===== src/rtl/seq_monitor_pkg.sv =====
// ---------------------------------------------------------------------------
// seq_monitor_pkg
//
// Shared definitions for the sequence-detector monitor:
//   - bit positions of the detector's one-hot states A..E
//   - monitor FSM state codes
//   - counter widths
//   - helpers that judge whether a detector sample is self-consistent
// ---------------------------------------------------------------------------
package seq_monitor_pkg;

    // Bit index of each detector state inside the 5-bit one-hot vector
    localparam int A_BIT = 0;
    localparam int B_BIT = 1;
    localparam int C_BIT = 2;
    localparam int D_BIT = 3;
    localparam int E_BIT = 4;

    localparam int STATE_W = 5;
    localparam int COUNT_W = 8;
    localparam int RUN_W   = 4;

    // One-hot code of the detector's idle/start state
    localparam logic [STATE_W-1:0] STATE_A = 5'b00001;

    // Monitor FSM state codes; code 3 is deliberately left unused
    typedef enum logic [1:0] {
        MON_WAIT  = 2'd0,
        MON_RUN   = 2'd1,
        MON_FAULT = 2'd2
    } mon_state_t;

    // True when exactly one bit of v is set
    function automatic logic is_one_hot(input logic [STATE_W-1:0] v);
        return (v != '0) && ((v & (v - 5'd1)) == '0);
    endfunction

    // A sample is consistent when the detector is in exactly one state and
    // its z output is high exactly in the two "run" states C and E
    function automatic logic sample_ok(input logic [STATE_W-1:0] st,
                                       input logic               zin);
        return is_one_hot(st) && (zin == (st[C_BIT] | st[E_BIT]));
    endfunction

endpackage


===== src/rtl/seq_monitor_sat_counter.sv =====
// ---------------------------------------------------------------------------
// sat_counter
//
// Saturating up-counter with clear and hold controls.
//
// Ports:
//   clk        rising-edge clock
//   reset      synchronous active-high reset, clears the count
//   inc        count up by one (sticks at all-ones)
//   clr        load zero (wins over inc)
//   hold       freeze the count (wins over clr and inc)
//   count      registered count value
//   count_next value the count will take at the next edge, for callers that
//              need to react to the new value in the same cycle
// ---------------------------------------------------------------------------
module sat_counter #(
    parameter int WIDTH = 8
) (
    input  logic             clk,
    input  logic             reset,
    input  logic             inc,
    input  logic             clr,
    input  logic             hold,
    output logic [WIDTH-1:0] count,
    output logic [WIDTH-1:0] count_next
);

    logic [WIDTH-1:0] count_q;
    logic [WIDTH-1:0] count_d;

    // Priority is hold > clr > inc; incrementing stops once every bit is set
    always_comb begin
        count_d = count_q;
        if (!hold) begin
            if (clr) begin
                count_d = '0;
            end else if (inc && (count_q != '1)) begin
                count_d = count_q + WIDTH'(1);
            end
        end
    end

    // Count register with synchronous reset
    always_ff @(posedge clk) begin
        if (reset) begin
            count_q <= '0;
        end else begin
            count_q <= count_d;
        end
    end

    assign count      = count_q;
    assign count_next = count_d;

endmodule


===== src/rtl/seq_monitor.sv =====
// ---------------------------------------------------------------------------
// seq_monitor
//
// Watches a "two or more consecutive equal w" sequence detector from the
// outside. Each edge it samples the detector's one-hot state and its z
// output, checks that the two agree, and gathers run statistics. Any
// inconsistent sample latches a sticky fault that only reset clears.
//
// Ports:
//   clk        sole clock, rising edge
//   reset      synchronous active-high reset
//   z          detector output (1 = run of equal w seen)
//   state      detector one-hot state {E,D,C,B,A}
//   c_count    cycles seen in state C (run of 0s), saturating at 255
//   e_count    cycles seen in state E (run of 1s), saturating at 255
//   run_len    current number of consecutive z=1 cycles, saturating at 15
//   max_run    largest run_len since reset
//   fault      sticky error flag, high exactly while mon_state is FAULT
//   mon_state  monitor FSM code (0=WAIT, 1=RUN, 2=FAULT) for debug LEDs
//
// All outputs are registered and reflect the sample taken one edge earlier.
// ---------------------------------------------------------------------------
module seq_monitor
    import seq_monitor_pkg::*;
(
    input  logic               clk,
    input  logic               reset,
    input  logic               z,
    input  logic [STATE_W-1:0] state,
    output logic [COUNT_W-1:0] c_count,
    output logic [COUNT_W-1:0] e_count,
    output logic [RUN_W-1:0]   run_len,
    output logic [RUN_W-1:0]   max_run,
    output logic               fault,
    output logic [1:0]         mon_state
);

    mon_state_t         mon_state_q;
    mon_state_t         mon_state_d;
    logic               fault_q;
    logic               fault_d;
    logic [RUN_W-1:0]   max_run_q;
    logic [RUN_W-1:0]   max_run_d;

    logic               sample_bad;
    logic               update_en;
    logic [RUN_W-1:0]   run_len_next;

    // Only the run counter's look-ahead value is needed (for max_run)
    logic [COUNT_W-1:0] c_count_next_unused;
    logic [COUNT_W-1:0] e_count_next_unused;

    assign sample_bad = !sample_ok(state, z);

    // Monitor state register; fault and max_run live alongside it so every
    // output changes on the same edge as the state that governs it
    always_ff @(posedge clk) begin
        if (reset) begin
            mon_state_q <= MON_WAIT;
            fault_q     <= 1'b0;
            max_run_q   <= '0;
        end else begin
            mon_state_q <= mon_state_d;
            fault_q     <= fault_d;
            max_run_q   <= max_run_d;
        end
    end

    // Next-state logic: any bad sample sends us to FAULT, which is sticky.
    // WAIT only arms once the detector is seen back in its start state A.
    // The unused code 3 is treated as corruption and also lands in FAULT.
    always_comb begin
        mon_state_d = mon_state_q;
        case (mon_state_q)
            MON_WAIT: begin
                if (sample_bad) begin
                    mon_state_d = MON_FAULT;
                end else if (state == STATE_A) begin
                    mon_state_d = MON_RUN;
                end
            end
            MON_RUN: begin
                if (sample_bad) begin
                    mon_state_d = MON_FAULT;
                end
            end
            MON_FAULT: begin
                mon_state_d = MON_FAULT;
            end
            default: begin
                mon_state_d = MON_FAULT;
            end
        endcase
    end

    // Output/control logic. Counters advance only on a good sample taken
    // while already in RUN, so the bad sample that causes FAULT entry never
    // reaches them. Because a good sample is one-hot, a single bit test is
    // enough to recognise states C and E. max_run compares against the run
    // counter's next value so a new maximum shows up on the same edge.
    always_comb begin
        update_en = (mon_state_q == MON_RUN) && !sample_bad;
        fault_d   = (mon_state_d == MON_FAULT);
        max_run_d = max_run_q;
        if (update_en && (run_len_next > max_run_q)) begin
            max_run_d = run_len_next;
        end
    end

    sat_counter #(
        .WIDTH (COUNT_W)
    ) u_c_counter (
        .clk        (clk),
        .reset      (reset),
        .inc        (state[C_BIT]),
        .clr        (1'b0),
        .hold       (!update_en),
        .count      (c_count),
        .count_next (c_count_next_unused)
    );

    sat_counter #(
        .WIDTH (COUNT_W)
    ) u_e_counter (
        .clk        (clk),
        .reset      (reset),
        .inc        (state[E_BIT]),
        .clr        (1'b0),
        .hold       (!update_en),
        .count      (e_count),
        .count_next (e_count_next_unused)
    );

    sat_counter #(
        .WIDTH (RUN_W)
    ) u_run_counter (
        .clk        (clk),
        .reset      (reset),
        .inc        (z),
        .clr        (!z),
        .hold       (!update_en),
        .count      (run_len),
        .count_next (run_len_next)
    );

    assign max_run   = max_run_q;
    assign fault     = fault_q;
    assign mon_state = mon_state_q;

endmodule


===== config.mk =====
export PLATFORM = sky130hd
export DESIGN_NAME = seq_monitor
export DESIGN_NICKNAME = d
export VERILOG_FILES = /design/src/rtl/seq_monitor_pkg.sv /design/src/rtl/seq_monitor_sat_counter.sv /design/src/rtl/seq_monitor.sv
export SDC_FILE = /design/constraint.sdc
export NUM_CORES = 1
export LEC_CHECK = 0
export BUFFER_PORTS_ARGS = -buffer_cell sky130_fd_sc_hd__buf_2
export CAP_MARGIN = 25
export CORE_ASPECT_RATIO = 1.75
export CORE_MARGIN = 5
export CORE_UTILIZATION = 50
export CTS_BUF_LIST = sky130_fd_sc_hd__clkbuf_4 sky130_fd_sc_hd__clkbuf_8 sky130_fd_sc_hd__clkbuf_16
export CTS_CLUSTER_DIAMETER = 120
export DETAILED_ROUTE_END_ITERATION = 8
export PLACE_DENSITY = 0.75
export SLEW_MARGIN = 20
export SYNTH_ARGS = -nofsm -noshare
export SYNTH_HDL_FRONTEND = slang
export SYNTH_SLANG_ARGS = --single-unit

===== constraint.sdc =====
create_clock -name clk -period 4.1 [get_ports clk]
set_clock_uncertainty 0.05 [all_clocks]
set_input_delay 1.025 -clock clk [delete_from_list [all_inputs] [get_ports clk]]
set_output_delay 1.025 -clock clk [all_outputs]
set_load 0.1 [all_outputs]

==> results of run 1 <==
==> final cells by class <==
type	instances	area share, %
Timing Repair Buffer	39	11.7
Inverter	8	1.69
Clock inverter	1	0.282
Multi-Input combinational cell	132	51.6
Sequential cell	27	30.4
Clock buffer	3	2.32
Tap cell	28	1.97
==> sequential cells by signal, summed over array words and instances, names as in the netlist <==
| signal | count |
|---|---|
| fault | 1 |
| max_run | 4 |
| mon_state | 2 |
| u_c_counter.count | 8 |
| u_e_counter.count | 8 |
| u_run_counter.count | 4 |
==> power by group through the flow <==
stage / logic [µW] / clock network (µW) / registers, µW
3_3_place_gp: 37.5 / 0 / 270
2_1_floorplan: 17.9 / 0 / 279
6_report: 38.0 / 149 / 264
3_5_place_dp: 38.2 / 0 / 270
4_1_cts: 38.3 / 153 / 264
5_1_grt: 40.3 / 163 / 264
==> critical path, stage by stage <==
cell       delay, ps
buf_2            200
nor4bb_1         330
a22o_2           210
a31oi_4           60
a21o_1           300
a211oi_1         320
inv_1             80
ha_1             300
nand2_1           80
o21a_1           220
a2111oi_4        410
nand2_1          140
o32ai_1          210
==> worst max-delay path by stage <==
stage | slack (ps) | startpoint | depth (start not counted) | to
floorplan | 400 | z | 14 | max_run[2]$_SDFFE_PP0P_
global placement | 250 | z | 13 | max_run[2]$_SDFFE_PP0P_
CTS | 370 | z | 13 | max_run[2]$_SDFFE_PP0P_
detailed placement | 90 | z | 13 | max_run[2]$_SDFFE_PP0P_
global route | 80 | z | 13 | max_run[2]$_SDFFE_PP0P_
finish | 350 | z | 13 | max_run[2]$_SDFFE_PP0P_
==> metal layers <==
metal / vias up / global-route usage, % / part of all wire, %
li1: 709 / - / -
met1: 672 / 18.0 / 40
met2: 27 / 32.8 / 54
met3: 8 / 1.61 / 2.9
met4: 0 / 7.88 / 3.1
met5: - / 0 / 0
==> kinds of logic after synthesis <==
kind of cell | count (synthesis)
AND/OR/NAND/NOR | 65
buffers and inverters | 15
multiplexers | 1
AO/OA/AOI/OAI | 48
XOR/XNOR | 11
flip-flops | 27
adder cells (fa/ha/maj) | 7
==> synthesized netlist by cell type (2+ instances only) <==
cell	number	area (µm²)
nand2_1	16	60.1
or4_1	2	15.0
nor2_1	20	75.1
o21ai_0	5	25.0
dfxtp_1	27	541
xnor2_1	11	96.3
a21oi_1	15	75.1
a211oi_1	8	60.1
nand2b_1	3	18.8
nand4_1	4	25.0
inv_1	8	30.0
and3_1	2	12.5
clkbuf_1	5	18.8
a2111oi_0	3	26.3
ha_1	7	87.6
nor3_1	2	10.0
nor2b_1	2	12.5
nand3_1	6	30.0
==> stage by stage <==
| step | hold WS (ps) | util [%] | std cells | total power [µW] | setup WS [ps] |
|---|---|---|---|---|---|
| global route | 481 | 60.7 | 238 | 468 | 82.0 |
| global placement | 423 | 59.1 | 234 | 308 | 248 |
| finish | 453 | 60.7 | 238 | 451 | 348 |
| floorplan | 855 | - | 174 | 297 | 398 |
| CTS | 448 | 60.7 | 238 | 456 | 366 |
| detailed placement | 433 | 59.1 | 234 | 308 | 87.5 |
==> results.md, run 1 <==
- Tcrit/Tclk final: between 90% and 100%
- Least-Margin Pin Slew: between 600 and 700 ps
- Hold Path Sink: u_c_counter.count[6]$_SDFFE_PP0P_
- Crit. End Element: flop
- Fin. max-slew vios: 0
- Number of synthesized flops with an enable pin: 0
- Internal power: between 300 and 400 µW
- Synth Area in Adders: between 5 and 6%
- Tot GR Track Use: between 15 and 20%
- Vias in the first global route: approximately 1,400
- Layout Area Growth over Synthesis: 17.0%
- # IOs: 35
- Sw Share: between 20% and 30%
- Worst Hold Launch: u_c_counter.count[6]$_SDFFE_PP0P_
- CTS resizes: 0
- Routed Wire Length: between 3 and 4 mm
- Placed inst area: 1730 µm²
- XOR/XNOR Fraction of Synth Area: 6.34%
- Synth Cell Area: around 1500 µm²
- Sw power: approximately 110 µW
- Iter 0 DRT Violations: 22
- Critical Path RT: ~4200 ps
- Most frequent cells in the layout: buf_2 (34), dfxtp_1 (27), nor2_1 (20), nand2_1 (16), a21oi_1 (15)
- Die area: approximately 4300 µm²
- FMAX: 267 MHz
- Synth async-reset ratio: 0%
- Flop pwr share: roughly three fifths
- Crit Path Category: input port to flop
- Reg clk slew, reported paths: around 90 ps
- Vias per cell: approximately 6
- Global-route wire length before repair: between 6 and 7 mm
- Minimum clock period: between 3000 and 4000 ps
- Final antenna-violating net count: 0
- Per-cell routed wire length: approximately 15 µm
- Largest family of logic cells by synthesized area: compound AO/OA/AOI/OAI gates
- Hold path cells: 2
- CP Launch Type: input port
- Num CTS Buffers: 3
- Residual DRC: 0
- Critical Path AT: slightly below 4000 ps
- Worst Hold Class: flop to flop
- Storage element area: ~540 µm²
- Ys flop type: dfxtp_1
- Share of layout cells above drive strength 1: between 20% and 30%
- Row cnt: 26
- Post-synthesis compound-gate area fraction: between 20% and 30%
- Reg2reg setup slack: a little under 900 ps
- Chip width: around 52 µm
- FF-to-FF End: max_run[2]$_SDFFE_PP0P_
- Port buffer count: 34
- Pre-Repair DR Iteration Count: 4
- Pwr dens: approximately 250 nW/µm²
- Layout Nets: 226
- #FFs+latches synth: 27
- Hold Fails Final Rpt: 0
- CTS root buf: clkbuf_8
- Distinct cells, synth: 46
- Syn_nets: between 150 and 200
- Status: finished, final reports clean
- Setup TNS Final: 0 ps
- Non-Filler Cell Area, Final: around 1800 µm²
- Hold_buf cts: 0
- Initial Util: between 50% and 60%
- R2R Path Start: u_run_counter.count[0]$_SDFF_PP0_
- Area taken by multi-input logic gates: between 900 and 1000 µm²
- Syn Inst Count: between 150 and 200
- Most common cell after layout, fill and taps aside: buf_2
- Sink Count: 27
- Via Count: around 1,400
- Deepest clock path buffer count: 2
- Initial antenna violation count: 0
- Die Y: between 80 and 90 µm
- Post-CTS Setup Bufs: 0
- Post-synthesis mux area share: 0.659%
- R2r worst-path depth: 12
- Largest net degree at the start of global routing: 26
- Hpwl dp: approximately 2.8 mm
- Sequential fraction of the synthesis area: approximately 36%
- Simple-Gate Fraction of Synth Area: 22.4%
- GPL Wtd Cong: about 0.82
- Max-cap violation count: 0
- FILL cells: 280
- Worst vdd ir: 0.225 mV
- Diode count: 0
- Part of the power in combinational logic: under 10%
- Max-slew headroom: about 59%
- GR Overflow Total: 0
- H-tree depth: 1
- Final setup violation count: 0
- Yosys warnings: 0
- Mapped Avg Cell Area: about 8.7 µm²
- Clk_lat worst skew: 270 ps
- Clock power share: between 30% and 40%
- CORE AREA: 2930 µm²
- Leakage: 0.000707 µW
- RSZ-0062 raised after global routing: false
- CTS tree: built
- Worst Path Max Fanout: 11
Note: power is estimated with default switching activity, not from simulation.
==> run 2: changes to the inputs <==
--- a/config.mk
+++ b/config.mk
@@ -14,6 +14,7 @@
 export CTS_CLUSTER_DIAMETER = 120
 export DETAILED_ROUTE_END_ITERATION = 8
 export PLACE_DENSITY = 0.75
+export REMOVE_ABC_BUFFERS = 1
 export SLEW_MARGIN = 20
 export SYNTH_ARGS = -nofsm -noshare
 export SYNTH_HDL_FRONTEND = slang
==> run 2 against run 1 <==
Effect of this change: critical path depth is the same; first-iteration DRC count grew 95%; sequential share of layout area is essentially flat; register-to-register slack gained 60 ps; critical path type unchanged; largest cell class unchanged; largest power group unchanged.
==> results.md, run 2 (same netlist as run 1, synthesis figures left out) <==
- Critical Path RT: 4240 ps (about the same)
- Pwr dens: 256 nW/µm² (+0.89%)
- RSZ-0062 raised after global routing: false
- Final antenna-violating net count: 0 (unchanged)
- Clk_lat worst skew: 270 ps (about the same)
- CTS tree: built
- GR Overflow Total: 0 (unchanged)
- Per-cell routed wire length: 15.7 µm (+3.9%)
- Die Y: 82.9 µm (unchanged)
- Setup TNS Final: 0 ps (unchanged)
- Diode count: 0 (unchanged)
- Initial Util: 51.9% (unchanged)
- Reg clk slew, reported paths: 100 ps (about the same)
- Buffers plus inverters on the worst setup path: 2 (unchanged)
- Layout Area Growth over Synthesis: 17.1%
- CTS root buf: clkbuf_8
- Hold Fails Final Rpt: 0 (unchanged)
- Via Count: 1,438 (+1.6%)
- Worst Hold Class: flop to flop
- Chip width: 51.7 µm (unchanged)
- Max-slew headroom: 61.4% (+2.7 points)
- Least-Margin Pin Slew: 574 ps (-40.6 ps)
- Vias per cell: 6.04 (+1.6%)
- CP max stage cell: a2111oi_4
- Reg2reg setup slack: 940 ps (+60 ps)
- Iter 0 DRT Violations: 43 (+95%)
- Sink Count: 27 (unchanged)
- Initial antenna violation count: 0 (unchanged)
- Crit-path max cell delay: 410 ps (about the same)
- Post-CTS Setup Bufs: 0 (unchanged)
- Num CTS Buffers: 3 (unchanged)
- Worst Path Max Fanout: 11 (unchanged)
- Share of layout cells above drive strength 1: 24.8% (unchanged)
- Minimum clock period: 3770 ps (+14.5 ps)
- Storage element area: 541 µm² (unchanged)
- GPL Wtd Cong: 0.836 (+2.4%)
- R2R Path Start: u_run_counter.count[0]$_SDFF_PP0_
- Largest net degree at the start of global routing: 26 (unchanged)
- Leakage: 0.000703 µW (-0.54%)
- Vias in the first global route: 1,506 (+8.3%)
- Critical Path AT: 3900 ps (about the same)
- Layout Nets: 226 (unchanged)
- Crit-path leading delay family: compound AO/OA/AOI/OAI gates
- H-tree depth: 1 (unchanged)
- Non-Filler Cell Area, Final: 1780 µm² (+0.14%)
- Area taken by multi-input logic gates: 917 µm² (unchanged)
- Residual DRC: 0 (unchanged)
- CP dominant cell by count: nand2_1
- Pre-Repair DR Iteration Count: 4 (unchanged)
- Final setup violation count: 0 (unchanged)
- Most frequent cells in the layout: buf_2 (34), dfxtp_1 (27), nor2_1 (20), nand2_1 (16), a21oi_1 (15)
- Port buffer count: 34 (unchanged)
- Hold Path Sink: u_c_counter.count[6]$_SDFFE_PP0P_
- Crit Path Category: input port to flop
- Status: finished, final reports clean
- Crit-path cells: buf_2 > nor4bb_1 > a22o_2 > a31oi_4 > a21o_1 > a211oi_1 > inv_1 > ha_1 > nand2_1 > o21a_1 > a2111oi_4 > nand2_1 > o32ai_1
- Hold_buf cts: 0 (unchanged)
- Max-cap violation count: 0 (unchanged)
- FF-to-FF End: max_run[2]$_SDFFE_PP0P_
- # IOs: 35 (unchanged)
- R2r worst-path depth: 12 (unchanged)
- Routed Wire Length: 3.74 mm (+3.9%)
- Row cnt: 26 (unchanged)
- FILL cells: 258 (-7.9%)
- CP Launch Type: input port
- CORE AREA: 2930 µm² (unchanged)
- Fin. max-slew vios: 0 (unchanged)
- Hpwl dp: 2.92 mm (+5.0%)
- Deepest clock path buffer count: 2 (unchanged)
- Die area: 4280 µm² (unchanged)
- Most common cell after layout, fill and taps aside: buf_2
- Tot GR Track Use: 18.5% (+1.2 points)
- Global-route wire length before repair: 6.35 mm (+5.8%)
- FMAX: 265 MHz (-0.38%)
- Worst Hold Launch: u_c_counter.count[6]$_SDFFE_PP0P_
- Tcrit/Tclk final: 91.9% (+0.35 points)
- Hold path cells: 2 (unchanged)
- CTS resizes: 0 (unchanged)
- Worst vdd ir: 0.200 mV (-11%)
- Placed inst area: 1730 µm² (unchanged)
- Crit. End Element: flop
[run 2: worst reg2reg max path: cells and delay by family, from the launching register on]
family | cells | cell delay [ps]
buffers and inverters | 1 | 50
and+or+nand+nor | 3 | 1010
adders and majority gates | 2 | 460
DFF | 1 | 370
AOI/OAI and AO/OA | 6 | 1140
[run 2: per-layer routing]
metal	global-route usage (%)	wire length, µm	part of all wire, %
met1	19.2	1430	38
met2	34.3	2100	56
met3	1.97	150	4.0
met4	9.79	68	1.8
met5	0	0	0
[run 2: through the flow]
stage          worst slack [ps]  total power [µW]  cells  util [%]  hold slack, ps
2_1_floorplan               352               292    167         -             854
3_3_place_gp                289               307    234      59.1             434
3_5_place_dp                113               308    234      59.1             442
4_1_cts                     397               459    238      60.8             454
5_1_grt                     201               473    238      60.8             475
6_report                    333               455    238      60.8             448
[run 2: cell type report]
type | count | share of cell area, %
tap | 28 | 1.97
timing repair buffer | 39 | 11.7
sequential | 27 | 30.4
clock buffer | 3 | 2.32
inverter | 8 | 1.69
clock inverter | 1 | 0.422
multi-input combinational | 132 | 51.5
[run 2: worst max-delay path by stage]
stage / startpoint / slack (ps) / end / cells past startpoint
floorplan: mon_state[0]$_SDFF_PP0_ / 350 / max_run[2]$_SDFFE_PP0P_ / 11
global placement: z / 290 / max_run[2]$_SDFFE_PP0P_ / 13
detailed placement: z / 110 / max_run[2]$_SDFFE_PP0P_ / 13
CTS: z / 400 / max_run[2]$_SDFFE_PP0P_ / 13
global route: z / 200 / max_run[2]$_SDFFE_PP0P_ / 13
finish: z / 330 / max_run[2]$_SDFFE_PP0P_ / 13
[run 2: power by group]
group | total [µW] | switching [µW] | internal (µW) | leakage (µW)
registers | 264 | 0.493 | 263 | 0.000218
clock network | 153 | 84.3 | 68.9 | 0.0000217
logic | 38.5 | 29.3 | 9.19 | 0.000464
